### src/rtl/regfile_2r1w.sv
// Parametrised 2-read / 1-write register file with registered read ports,
// same-edge write-to-read bypass, optional hardwired zero register.
module regfile_2r1w #(
  parameter int NUM_REGS   = 8,
  parameter int DATA_W     = 32,
  parameter int ADDR_W     = $clog2(NUM_REGS),
  parameter int ZERO_REG   = 0,
  parameter int INIT_INDEX = 1
) (
  input  logic              clk,
  input  logic              reset,
  input  logic              rd_en,
  input  logic [ADDR_W-1:0] rd_addr1,
  input  logic [ADDR_W-1:0] rd_addr2,
  input  logic              wr_en,
  input  logic [ADDR_W-1:0] wr_addr,
  input  logic [DATA_W-1:0] wr_data,
  output logic [DATA_W-1:0] rd_data1,
  output logic [DATA_W-1:0] rd_data2,
  output logic              rd_valid
);

  localparam logic [ADDR_W:0] LP_NUM = (ADDR_W+1)'(NUM_REGS);

  logic [DATA_W-1:0] r_mem [NUM_REGS];
  logic              w_wr_ok;
  logic [DATA_W-1:0] w_sel1;
  logic [DATA_W-1:0] w_sel2;

  // Address refers to a real, writable register (in range and not the zero reg).
  function automatic logic f_live(input logic [ADDR_W-1:0] a);
    return ({1'b0, a} < LP_NUM) && !((ZERO_REG != 0) && (a == '0));
  endfunction

  assign w_wr_ok = wr_en && f_live(wr_addr);

  always_comb begin
    w_sel1 = '0;
    w_sel2 = '0;
    if (f_live(rd_addr1))
      w_sel1 = (w_wr_ok && (wr_addr == rd_addr1)) ? wr_data : r_mem[rd_addr1];
    if (f_live(rd_addr2))
      w_sel2 = (w_wr_ok && (wr_addr == rd_addr2)) ? wr_data : r_mem[rd_addr2];
  end

  // Register 0 resets to 0 either way, so the zero register needs no special case here.
  always_ff @(posedge clk or posedge reset) begin
    if (reset) begin
      for (int unsigned i = 0; i < NUM_REGS; i++)
        r_mem[ADDR_W'(i)] <= (INIT_INDEX != 0) ? DATA_W'(i) : '0;
    end else if (w_wr_ok) begin
      r_mem[wr_addr] <= wr_data;
    end
  end

  always_ff @(posedge clk or posedge reset) begin
    if (reset) begin
      rd_data1 <= '0;
      rd_data2 <= '0;
      rd_valid <= 1'b0;
    end else begin
      rd_valid <= rd_en;
      if (rd_en) begin
        rd_data1 <= w_sel1;
        rd_data2 <= w_sel2;
      end
    end
  end

endmodule

### config.mk
export PLATFORM = sky130hd
export DESIGN_NAME = regfile_2r1w
export DESIGN_NICKNAME = d
export VERILOG_FILES = /design/src/rtl/regfile_2r1w.sv
export SDC_FILE = /design/constraint.sdc
export NUM_CORES = 1
export LEC_CHECK = 0
export CORE_AREA = 2 2 150 226
export DETAILED_ROUTE_END_ITERATION = 8
export DIE_AREA = 0 0 152 228
export GPL_TIMING_DRIVEN = 0
export MAX_ROUTING_LAYER = met4
export PLACE_DENSITY = 0.71
export SLEW_MARGIN = 30
export SYNTH_ARGS = -nofsm -noshare
export SYNTH_HDL_FRONTEND = slang
export SYNTH_SLANG_ARGS = --single-unit
### constraint.sdc
create_clock -name clk -period 24.8 [get_ports clk]
set_clock_uncertainty 0.05 [all_clocks]
set_input_delay 2.48 -clock clk [delete_from_list [all_inputs] [get_ports clk]]
set_output_delay 2.48 -clock clk [all_outputs]
set_load 0.01 [all_outputs]
==> Word level (Yosys, flattened, before mapping) <==
Cells that the tools add are included.
{ "word_totals": {"regBits": 321, "in_bits": 45, "out_inout_bits": 65, "word_cells": 34} }
{ "classes": {"n_lt_le_gt_ge": 4, "n_eq_ne": 2, "muxes": 11, "n_bitwise": 3, "reduce_logical": 3} }
{ "ops": {"columns": ["cell", "count"], "rows": [
  ["256-bit bitwise mux", 1],
  ["32-bit 2-to-1 mux", 7],
  ["32-bit binary-select mux with 3-bit select", 2],
  ["32-bit demux with 3-bit select", 1],
  ["4-bit >= comparator, second input constant", 3],
  ["3-bit NOT with 4-bit output", 3],
  ["3-bit == test", 2],
  ["4-bit by 1-bit < comparator with 1-bit output, second input constant", 1],
  ["1-bit logical AND", 3]
]} }

==> Depth between registers and ports, before layout <==
{ "depth": {"word_depth": 6, "depth_mapped": 6, "depth_no_buf": 3} }

==> Worst setup path after synthesis <==
No wires, ideal clock.
{ "synth_path": {"path_type": "in2reg", "from": "input port wr_addr[0]", "to": "register r_mem[102] (netlist name)", "t_arrival_ns": 3.617, "required_ns": 24.625, "path_slack_ns": 21.008, "cell_stages": 5, "path_buffers": 2, "path_cell_list": "buf_2 > nand2b_4 > nor3b_4 > buf_6 > mux2_2"} }
{ "synth_between": {"elab_chain_len": 6, "elab_cells_between_ends": 7, "cone_classes": "order compare (2); mux (3); bitwise (1); reduce/logical (1)"} }
{ "synth_rtl": {"columns": ["element", "line", "text"], "rows": [
  ["start: declaration", "16", "input logic [ADDR_W-1:0] wr_addr,"],
  ["3-bit NOT with 4-bit output (implied by the code) *", "52", "r_mem[wr_addr] <= wr_data;"],
  ["4-bit >= comparator (implied by the code) / 4-bit by 1-bit < comparator with 1-bit output (equally long branches)", "52", null],
  ["1-bit logical AND (implied by the code)", "52", null],
  ["32-bit 2-to-1 mux (implied by the code)", "52", null],
  ["32-bit demux with 3-bit select *", "52", null],
  ["256-bit bitwise mux *", "52", null],
  ["end signal: indexed assignment", "50", "r_mem[ADDR_W'(i)] <= (INIT_INDEX != 0) ? DATA_W'(i) : '0;"],
  ["end signal: indexed assignment", "52", null],
  ["end: declaration", "25", "logic [DATA_W-1:0] r_mem [NUM_REGS];"]
]} }
Mark *: on every way between the ends. The rest lies on a longest branch, timed or not.
A chain may end at the register's enable or synchronous reset.

==> results.md <==
* Status: finished clean
* Fin Hold WS at 438 ps
* Setup-failing EPs final at 0
* Commonest cells after routing, fill and taps aside: dfrtp_1, mux2_2, mux4_2
* MaxCap Viol Count at 0
* Critical setup path kind: primary input to flop
* Post-CTS setup buffer count at 0
* Commonest non-fill, non-tap cell in the layout: dfrtp_1
* Hold Vio Cnt, Final at 0
* Area grow syn2layout at 16.6%
* Synth unique cells at 24
* Total Routed Length at 43,400 um
* Worst R2R Path Depth at 3
* Max Freq at 0.234 GHz
* Reg area at 8050 sq um
* Total gr overflow at 0
* Synth Instances at 1,038
* Slew headroom at 0.351
* Iteration-0 DRC Markers at 652
* Total global-route track usage at 0.259
* Clock buffer depth at 3
* CTS H-tree depth at 1
* Synth warn at 0
* Largest net degree at the start of global routing at 92
* Fillcell total at 2,574
* DP HPWL at 28,000 um
* Data required, critical path at 25,240 ps
* TNS Setup at 0 ps
* Post_cts resized at 0
* DRT Pass-1 Iters at 4
* CTS Hold Bufs at 0
* PwrDens at 85.3 nW/um^2
* Layout cells sized above 1 at 0.439
* R2r setup slk at 23,240 ps
* RSZ-0062 raised after global routing: no
* CP endpoint kind: flop
* Mapped Area at 16,200 sq um
* Setup crit start kind: primary input
* Skew-Pair Late Insertion Delay at 580 ps
* Die Y-Extent at 228 um
* IO Port Bufs at 99
* Die width at 152 um
* Clk sink count at 321
* Static leakage at 7.80 nW
* Drt wl/cell at 26.8 um
* Vias in the first global route at 11,000
* Maximum VDD drop at 58.6 uV
* Initial core utilization at 0.491
* Die Area at 34,700 sq um
* Final Max Slew Viols at 0
* Clock Pin Slew Worst Setup and Hold Paths at 60 ps
* Multi-input gate area at 7530 sq um
* First-pass GRT wire length at 66,600 um
* Seq/Total Area, Yosys at 0.497
* DRT antenna net count at 0
* Antenna violations before repair at 3
* Vias per cell at 6.31
* Worst Hold Depth at 2
* Critical path arrival at 4710 ps
* Root Buffer: clkbuf_16
* Post-synthesis register bit count at 321
* Io pins at 110
* Routed vias at 10,200
* Final Critical Period at 4270 ps
* Syn Nets at 1,083
* Cts bufs inserted at 31
* Final worst path period share at 0.172
* CTS tree: yes
* Maximum fanout along the worst path at 10
* Nets at 1,218
* HP Class: flop to flop
* Least-Margin Pin Slew at 974 ps
* FP Rows at 82
* Routability congestion estimate from global placement at 0.784
* DRC at 0
* Mapped Avg Cell Area at 15.6 sq um
* Core area at 32,900 sq um
## metal layers
| metal | up-vias | wire (um) | track usage |
|---|---|---|---|
| met3 | 101 | 2090 | 0.0329 |
| met2 | 351 | 22100 | 0.428 |
| met4 | 0 | 1750 | 0.105 |
| li1 | 4313 | - | - |
| met1 | 5452 | 17500 | 0.328 |
| met5 | - | 0 | - |
## cell type report
cell class | instances | area share
clock inverters | 16 | 0.0101
multi-input cells | 628 | 0.399
flip-flops and latches | 321 | 0.426
inverters | 2 | 0.000795
plain buffers | 87 | 0.0321
well taps | 420 | 0.0278
clock buffers | 41 | 0.0468
repair buffers | 102 | 0.0569
diodes | 3 | 0.000398
## stage by stage
stage | setup slack, ps | instance area [sq um] | power [W] | util | cells
after global routing | 20420 | 18900 | 0.00168 | 0.573 | 1620
after detailed placement | 20030 | 17800 | 0.00112 | 0.540 | 1560
after global placement | 9520 | 17700 | 0.00110 | 0.537 | 1557
after CTS | 20600 | 18900 | 0.00162 | 0.573 | 1617
after floorplan | 13410 | 16200 | 0.000975 | - | 1038
final | 20530 | 18900 | 0.00161 | 0.573 | 1620
## power breakdown
part	internal, W	leakage, nW	switching [W]
Combinational	0.000237	3.39	0.000142
Clock	0.000291	0.536	0.000208
Sequential	0.000646	3.87	0.0000839
Total	0.00117	7.80	0.000435
## registers in the layout (all words and copies together), names as in the netlist
register,count
r_mem,256
rd_data2,32
rd_data1,32
rd_valid,1
## critical path: stages
cell,delay [ps]
clkdlybuf4s50_1,440
clkbuf_1,240
inv_1,160
clkbuf_1,430
clkbuf_1,690
nand2_1,140
o221ai_1,120
## logic make-up (layout without fill, tap and decap cells)
kind of cell           count (synthesis)  count (layout)  share of synthesized area
multiplexers                         448             448                      0.396
AO/OA/AOI/OAI                         66              66                     0.0359
AND/OR/NAND/NOR                      108             108                     0.0301
other                                  0               3                          0
buffers and inverters                 89             248                     0.0378
flip-flops                           321             321                      0.497
XOR/XNOR                               6               6                    0.00325
## worst paths after layout
check | startpoint | endpoint
worst max-delay path | rd_en | rd_data2[22]$_DFFE_PP0P_
worst min-delay path | rd_data1[1]$_DFFE_PP0P_ | rd_data1[1]$_DFFE_PP0P_
worst max register to register | r_mem[18]$_DFFE_PP0P_ | rd_data1[18]$_DFFE_PP0P_
worst min register to register | rd_data1[1]$_DFFE_PP0P_ | rd_data1[1]$_DFFE_PP0P_
max in group asynchronous | reset | r_mem[197]$_DFFE_PP0P_
min in group asynchronous | reset | r_mem[215]$_DFFE_PP0P_
## synthesized netlist by cell type
library cell / number / area, sq um
nor3_4: 1 / 16.3
buf_1: 1 / 3.75
nand4_1: 3 / 18.8
mux2_1: 5 / 56.3
inv_1: 2 / 7.51
dfrtp_1: 309 / 7730
clkbuf_2: 1 / 5.00
clkbuf_1: 15 / 56.3
nand2b_4: 1 / 13.8
mux2i_1: 64 / 641
buf_6: 19 / 214
dfstp_2: 12 / 315
nor3b_4: 2 / 37.5
nand4b_1: 3 / 26.3
mux4_2: 128 / 2880
buf_8: 3 / 45.0
o221ai_1: 64 / 561
nor3_2: 1 / 10.0
buf_4: 16 / 120
a41o_1: 2 / 20.0
xnor2_1: 6 / 52.6
buf_2: 32 / 160
nand2_1: 97 / 364
mux2_2: 251 / 2830
Power figures use the tool's default switching activity.
